**src/rtl/uart_rx_frontend.sv**
```systemverilog
`default_nettype none
// ============================================================================
// Module   : uart_rx_frontend
// Brief    : 8N1 UART receiver front end with mid-bit sampling and break detect.
// Revision : 1.0 - initial release
// ============================================================================
module uart_rx_frontend #(
  parameter int CLKS_PER_BIT = 16,
  parameter int DATA_WIDTH   = 8
) (
  input  logic                  clk,
  input  logic                  reset,
  input  logic                  ext_data_in,
  output logic [DATA_WIDTH-1:0] data_out,
  output logic                  valid,
  output logic                  frame_err,
  output logic                  busy,
  output logic [2:0]            state_rx
);

  localparam int CNT_W = (CLKS_PER_BIT > 1) ? $clog2(CLKS_PER_BIT) : 1;
  localparam int BIT_W = (DATA_WIDTH > 1) ? $clog2(DATA_WIDTH) : 1;
  localparam logic [CNT_W-1:0] C_HALF_M1  = CNT_W'(CLKS_PER_BIT / 2 - 1);
  localparam logic [CNT_W-1:0] C_FULL_M1  = CNT_W'(CLKS_PER_BIT - 1);
  localparam logic [CNT_W-1:0] C_CNT_ONE  = CNT_W'(1);
  localparam logic [BIT_W-1:0] C_LAST_BIT = BIT_W'(DATA_WIDTH - 1);
  localparam logic [BIT_W-1:0] C_BIT_ONE  = BIT_W'(1);

  typedef enum logic [2:0] {
    ST_IDLE  = 3'd0,
    ST_START = 3'd1,
    ST_DATA  = 3'd2,
    ST_STOP  = 3'd3,
    ST_BREAK = 3'd4
  } state_e;

  logic                  sync1_q;
  logic                  rx_s_q;
  state_e                state_q,  state_d;
  logic [CNT_W-1:0]      cnt_q,    cnt_d;
  logic [BIT_W-1:0]      bitn_q,   bitn_d;
  logic [DATA_WIDTH-1:0] sh_q,     sh_d;
  logic [DATA_WIDTH-1:0] data_q,   data_d;
  logic                  valid_q,  valid_d;
  logic                  ferr_q,   ferr_d;
  logic                  busy_q,   busy_d;

  // Synchroniser idles high so a reset never looks like a start bit.
  always_ff @(posedge clk) begin
    if (reset) begin
      sync1_q <= 1'b1;
      rx_s_q  <= 1'b1;
    end else begin
      sync1_q <= ext_data_in;
      rx_s_q  <= sync1_q;
    end
  end

  always_ff @(posedge clk) begin
    if (reset) begin
      state_q <= ST_IDLE;
      cnt_q   <= '0;
      bitn_q  <= '0;
      sh_q    <= '0;
      data_q  <= '0;
      valid_q <= 1'b0;
      ferr_q  <= 1'b0;
      busy_q  <= 1'b0;
    end else begin
      state_q <= state_d;
      cnt_q   <= cnt_d;
      bitn_q  <= bitn_d;
      sh_q    <= sh_d;
      data_q  <= data_d;
      valid_q <= valid_d;
      ferr_q  <= ferr_d;
      busy_q  <= busy_d;
    end
  end

  always_comb begin
    state_d = state_q;
    cnt_d   = cnt_q;
    bitn_d  = bitn_q;
    sh_d    = sh_q;
    data_d  = data_q;
    valid_d = 1'b0;
    ferr_d  = 1'b0;

    case (state_q)
      ST_IDLE: begin
        cnt_d = '0;
        if (!rx_s_q) state_d = ST_START;
      end
      ST_START: begin
        cnt_d = cnt_q + C_CNT_ONE;
        // A start bit that is gone by mid-bit was a glitch.
        if (cnt_q == C_HALF_M1) begin
          cnt_d   = '0;
          bitn_d  = '0;
          state_d = rx_s_q ? ST_IDLE : ST_DATA;
        end
      end
      ST_DATA: begin
        cnt_d = cnt_q + C_CNT_ONE;
        if (cnt_q == C_FULL_M1) begin
          sh_d  = {rx_s_q, sh_q[DATA_WIDTH-1:1]};
          cnt_d = '0;
          if (bitn_q == C_LAST_BIT) state_d = ST_STOP;
          else                      bitn_d  = bitn_q + C_BIT_ONE;
        end
      end
      ST_STOP: begin
        cnt_d = cnt_q + C_CNT_ONE;
        if (cnt_q == C_FULL_M1) begin
          cnt_d = '0;
          if (rx_s_q) begin
            data_d  = sh_q;
            valid_d = 1'b1;
            state_d = ST_IDLE;
          end else begin
            ferr_d  = 1'b1;
            state_d = ST_BREAK;
          end
        end
      end
      ST_BREAK: begin
        cnt_d = '0;
        if (rx_s_q) state_d = ST_IDLE;
      end
      default: begin
        cnt_d   = '0;
        state_d = ST_IDLE;
      end
    endcase

    busy_d = (state_d != ST_IDLE);
  end

  assign data_out  = data_q;
  assign valid     = valid_q;
  assign frame_err = ferr_q;
  assign busy      = busy_q;
  assign state_rx  = state_q;

endmodule
`default_nettype wire
```
**config.mk**
```make
export PLATFORM = sky130hd
export DESIGN_NAME = uart_rx_frontend
export DESIGN_NICKNAME = d
export VERILOG_FILES = /design/src/rtl/uart_rx_frontend.sv
export SDC_FILE = /design/constraint.sdc
export NUM_CORES = 1
export LEC_CHECK = 0
export ABC_AREA = 1
export ABC_CLOCK_PERIOD_IN_PS = 1800
export CAP_MARGIN = 0
export CELL_PAD_IN_SITES_DETAIL_PLACEMENT = 2
export CELL_PAD_IN_SITES_GLOBAL_PLACEMENT = 2
export CORE_MARGIN = 1.5
export CORE_UTILIZATION = 31
export DETAILED_ROUTE_END_ITERATION = 8
export PLACE_DENSITY = 0.86
export SYNTH_ARGS = -nofsm -noshare
export SYNTH_HDL_FRONTEND = slang
export SYNTH_SLANG_ARGS = --single-unit
```
**constraint.sdc**
```tcl
create_clock -name clk -period 1.8 [get_ports clk]
set_input_delay 0.36 -clock clk [delete_from_list [all_inputs] [get_ports clk]]
set_output_delay 0.36 -clock clk [all_outputs]
set_load 0.005 [all_outputs]
```
**Word-level counts from Yosys, hierarchy flattened**

Index checks and enable logic that the tools add are counted.

- Shift-type cells: 0
- Eq/ne operators: 10
- Multipliers: 0
- Bitwise gates (word level): 2
- Divide/modulo/power cells: 0
- Order comparisons: 0
- Multiplexer cells: 18
- Add/subtract/negate cells: 2
- Reduce and logical (&&, ||, !) cells: 8

Operator list:

| kind | number |
|---|---|
| 2-to-1 mux 3 bit | 10 |
| case mux 3 bit (5 select lines) | 1 |
| 2-to-1 mux 4 bit | 2 |
| case mux 4 bit (2 select lines) | 1 |
| equality test 3 x 2 -> 1 bit (second input constant) | 2 |
| equality test 3 bit (second input constant) | 2 |
| inequality test 2 bit (second input constant) | 3 |
| case mux 3 bit (2 select lines) | 1 |
| adder 4 x 1 -> 4 bit (second input constant) | 1 |
| equality test 4 x 3 -> 1 bit (second input constant) | 1 |
| equality test 4 bit (second input constant) | 1 |
| AND reduction 4 bit | 1 |
| adder 3 x 1 -> 3 bit (second input constant) | 1 |
| equality test 3 x 1 -> 1 bit (second input constant) | 1 |
| logical NOT 3 bit | 1 |
| AND reduction 3 bit | 1 |
| nonzero test 3 bit | 1 |
| OR reduction 3 bit | 1 |
| 2-to-1 mux 1 bit | 2 |
| 2-to-1 mux 2 bit | 1 |
| inverter 1 bit | 2 |
| AND reduction 2 bit | 1 |
| nonzero test 2 bit | 1 |
| OR reduction 2 bit | 1 |

- Bits in writable memories: 0
- Memories: 0
- Logic and storage cells: 50
- Register bits after elaboration: 31
- Memory bits (read-only): 0
- Latch bits: 0
- Input port bits: 3
- Output and inout bits: 14

**Logic depth before layout (Yosys ltp)**

- Word-level depth: 5
- Gate-level depth with buffers: 9
- Gate-level depth less buffers: 9

**Least setup slack after synthesis**

OpenSTA, ideal clock, no wires.

- Path type: register -> register
- Start: register cnt_q[0]
- End: register data_q[1], in the netlist data_out[1]
- Period minus slack after synthesis: 1310 ps
- Slack: 490 ps
- Setup time: 116 ps
- Data arrival time: 1194 ps
- Required time: 1684 ps
- Cell stages (with the launch flop): 9
- Buffers on the path: 0
- Cells stage by stage: dfxtp_1 ha_1 nand3_4 inv_2 nand2_4 nor2_8 inv_4 nor2_1 nor2_1

- Longest elaborated chain between the ends: 2

Ends and longest elaborated chain:

| item | line | source |
|---|---|---|
| start, declared | 40 | `logic [CNT_W-1:0] cnt_q, cnt_d;` |
| start signal, assigned | 71 | `cnt_q <= cnt_d;` |
| equality test 4 bit | 115 | `if (cnt_q == C_FULL_M1) begin` |
| AND reduction 3 bit (no line) | -- |  |
| end signal, assigned | 74 | `data_q <= data_d;` |
| end, declared | 43 | `logic [DATA_WIDTH-1:0] data_q, data_d;` |

Every way passes these cells.
A chain may end at the register's enable or synchronous reset.

**Final worst setup path**

- Start: register state_q[1], in the netlist state_rx[1]
- End: output port state_rx[1]

RTL lines:

| item | line | source |
|---|---|---|
| start, declared | 39 | `state_e state_q, state_d;` |
| start signal, assigned | 70 | `state_q <= state_d;` |
| end, declared | 18 | `output logic [2:0] state_rx` |

No word-level cell between the ends.

==> metrics.md <==
| Metric | Value |
|---|---|
| Initial antenna violation count | `0` |
| Power Density | `843 mW/mm²` |
| Antenna Cells | `0` |
| Finished Layout Cells | `237` |
| Drt total wl | `3.91 mm` |
| Drt first pass iters | `4` |
| Syn. warnings | `0` |
| Final Util | `0.404` |
| Die W | `68.3 µm` |
| Worst path bufs/invs | `1` |
| H-tree levels | `2` |
| Peak supply drop | `570 µV` |
| Largest family of logic cells by synthesized area | `simple AND/OR/NAND/NOR gates` |
| Total grt overflow | `0` |
| Synth Area in XOR/XNOR | `0.0132` |
| CTS Buf Count | `5` |
| Commonest cells after routing, fill and taps aside | `nor2_1, dfxtp_1, nand2_1` |
| Die Area | `0.00467 mm²` |
| Adder-cell share of the synthesized area | `0.0284` |
| Static leakage | `0.774 nW` |
| Rows | `23` |
| Shortest period the worst path allows | `1.67 ns` |
| Crit path kind | `reg2out` |
| Layout fillers | `452` |
| Dpl cells | `229` |
| Hold crit path type | `reg2reg` |
| Final worst-path cycle share | `0.930` |
| Final hold slack | `0.427 ns` |
| Reg clk slew, reported paths | `0.07 ns` |
| Unrepaired setup endpoints after global routing | `false` |
| Postcts setup bufs | `0` |
| Share of post-route cells with drive strength above 1 | `0.155` |
| Worst skew pair latency | `0.29 ns` |
| Max-Cap Viols | `0` |
| Die height | `68.3 µm` |
| Sequential fraction of the synthesis area | `0.469` |
| Startpoint Class | `flip-flop` |
| Simple logic cell fraction of the synthesized area | `0.341` |
| Mux contribution to synthesized area | `0` |
| Synthesized flop and latch total | `31` |
| IO buf count | `16` |
| CP delay by family, top | `buffers and inverters` |
| Io pins | `17` |
| Footprint of the multi-input gates | `623 µm²` |
| Clk buf depth | `2` |
| Worst Setup End Kind | `output pin` |
| Netlist cell types | `29` |
| Drt drc | `0` |
| Hold violation count in the final report | `0` |
| Status | `finished clean` |
| Top sig layer | `met4` |
| RD Place Congestion | `0.806` |
| DR iter-0 viols | `25` |
| Mean Syn Cell Area | `8.06 µm²` |
| Fin nets | `192` |
| Met2 WL post-DR | `2.09 mm` |
| Setup total negative slack | `0 ns` |
| Area grow syn2layout | `24.0%` |
| Slowest stage delay, CP | `0.55 ns` |
| Worst-Margin Slew | `0.327 ns` |
| Setup-failing EPs final | `0` |
| DR WL/cell | `16.5 µm` |
| Num Clock Sinks | `31` |
| Req. time, crit path | `1.44 ns` |
| Max Slew Vio Count | `0` |
| Synth Instances | `164` |
| Metal-1 WL | `1.57 mm` |
| CTS tree | `yes` |
| Slew margin rel. | `0.781` |
| DRT antenna net count | `0` |
| Crit-path slowest cell | `clkdlybuf4s50_1` |
| GRT Util Overall | `0.203` |
| Starting density of the core | `0.326` |
| Overall Power | `0.00138 W` |
| Vias/cell | `4.81` |
| Detailed Place HPWL | `2.59 mm` |
| First-pass GRT wire length | `6.47 mm` |
| Critical path cell sequence | `clkdlybuf4s50_1` |
| Root Driver | `clkbuf_8` |
| Pin count of the biggest net entering global routing | `23` |
| Clock skew | `0.00534 ns` |
| CP arrival | `1.31 ns` |
| Worst-path fanout max | `6` |
| Core area | `0.00406 mm²` |
| Synth Area in Compound Gates | `0.0889` |
| F_max | `597 MHz` |
| Metal3 WL | `161 µm` |
| Sequential Area | `621 µm²` |
| Cts repair resizes | `0` |
| Syn_nets | `170` |
| Post-synth design cell area | `0.00132 mm²` |
| Vias in the first global route | `1243` |
| Commonest non-fill, non-tap cell in the layout | `nor2_1` |
| # hold bufs at CTS | `0` |
| Vias post-DR | `1141` |
[cells by family after synthesis]
group	Yosys count
buffers and inverters	18
xor gates and xnor gates	2
DFF	31
and+or+nand+nor	87
adders and majority gates	3
AOI/OAI and AO/OA	23
[registers in the layout, summed over array words and instances, names as in the netlist]
name,count
busy,1
cnt_q,4
state_rx,3
rx_s_q,1
valid,1
frame_err,1
sh_q,8
data_out,8
bitn_q,3
sync1_q,1
[report_power, final]
part           internal, W  switching (W)
logic            0.0000255      0.0000372
registers         0.000694     0.00000576
clock network     0.000349       0.000271
total              0.00107       0.000314
[final timing paths]
path | start | endpoint | slack [ns] | cells past startpoint
max | state_rx[1] | state_rx[1] | 0.13 | 1
min | sync1_q | rx_s_q | 0.43 | 1
max reg2reg | cnt_q[0] | data_out[7] | 0.19 | 8
min reg2reg | sync1_q | rx_s_q | 0.43 | 1
[layer usage]
layer / global-route usage / vias up
met1: 0.211 / 556
met2: 0.359 / 19
met4: 0.113 / 0
li1: - / 561
met3: 0.0625 / 5
met5: 0 / -
[layout make-up]
type | count | share of cell area
repair buffers | 18 | 0.107
well taps | 50 | 0.0381
clock buffers | 8 | 0.0610
flip-flops and latches | 31 | 0.378
multi-input cells | 115 | 0.380
inverters | 15 | 0.0359
[synth_stat cells, drive strengths merged]
master / n / area [µm²]
nor4: 1 / 6.26
buf: 2 / 16.3
o21bai: 1 / 7.51
or2: 3 / 18.8
nand3b: 1 / 11.3
xnor2: 1 / 8.76
nand3: 6 / 55.1
dfxtp: 31 / 621
o21ai: 18 / 90.1
nor2: 51 / 233
xor2: 1 / 8.76
ha: 3 / 37.5
clkbuf: 1 / 3.75
nor3: 2 / 10.0
nand2: 22 / 110
inv: 15 / 58.8
nand4: 1 / 6.26
a21oi: 4 / 20.0
[through the flow]
stage	setup slack (ns)	cell area [µm²]
after floorplan	0.490	1320
after global placement	0.351	1540
after detailed placement	0.284	1540
after CTS	0.107	1640
after global routing	0.0528	1640
final	0.126	1640
(Power assumes the default switching activity.)
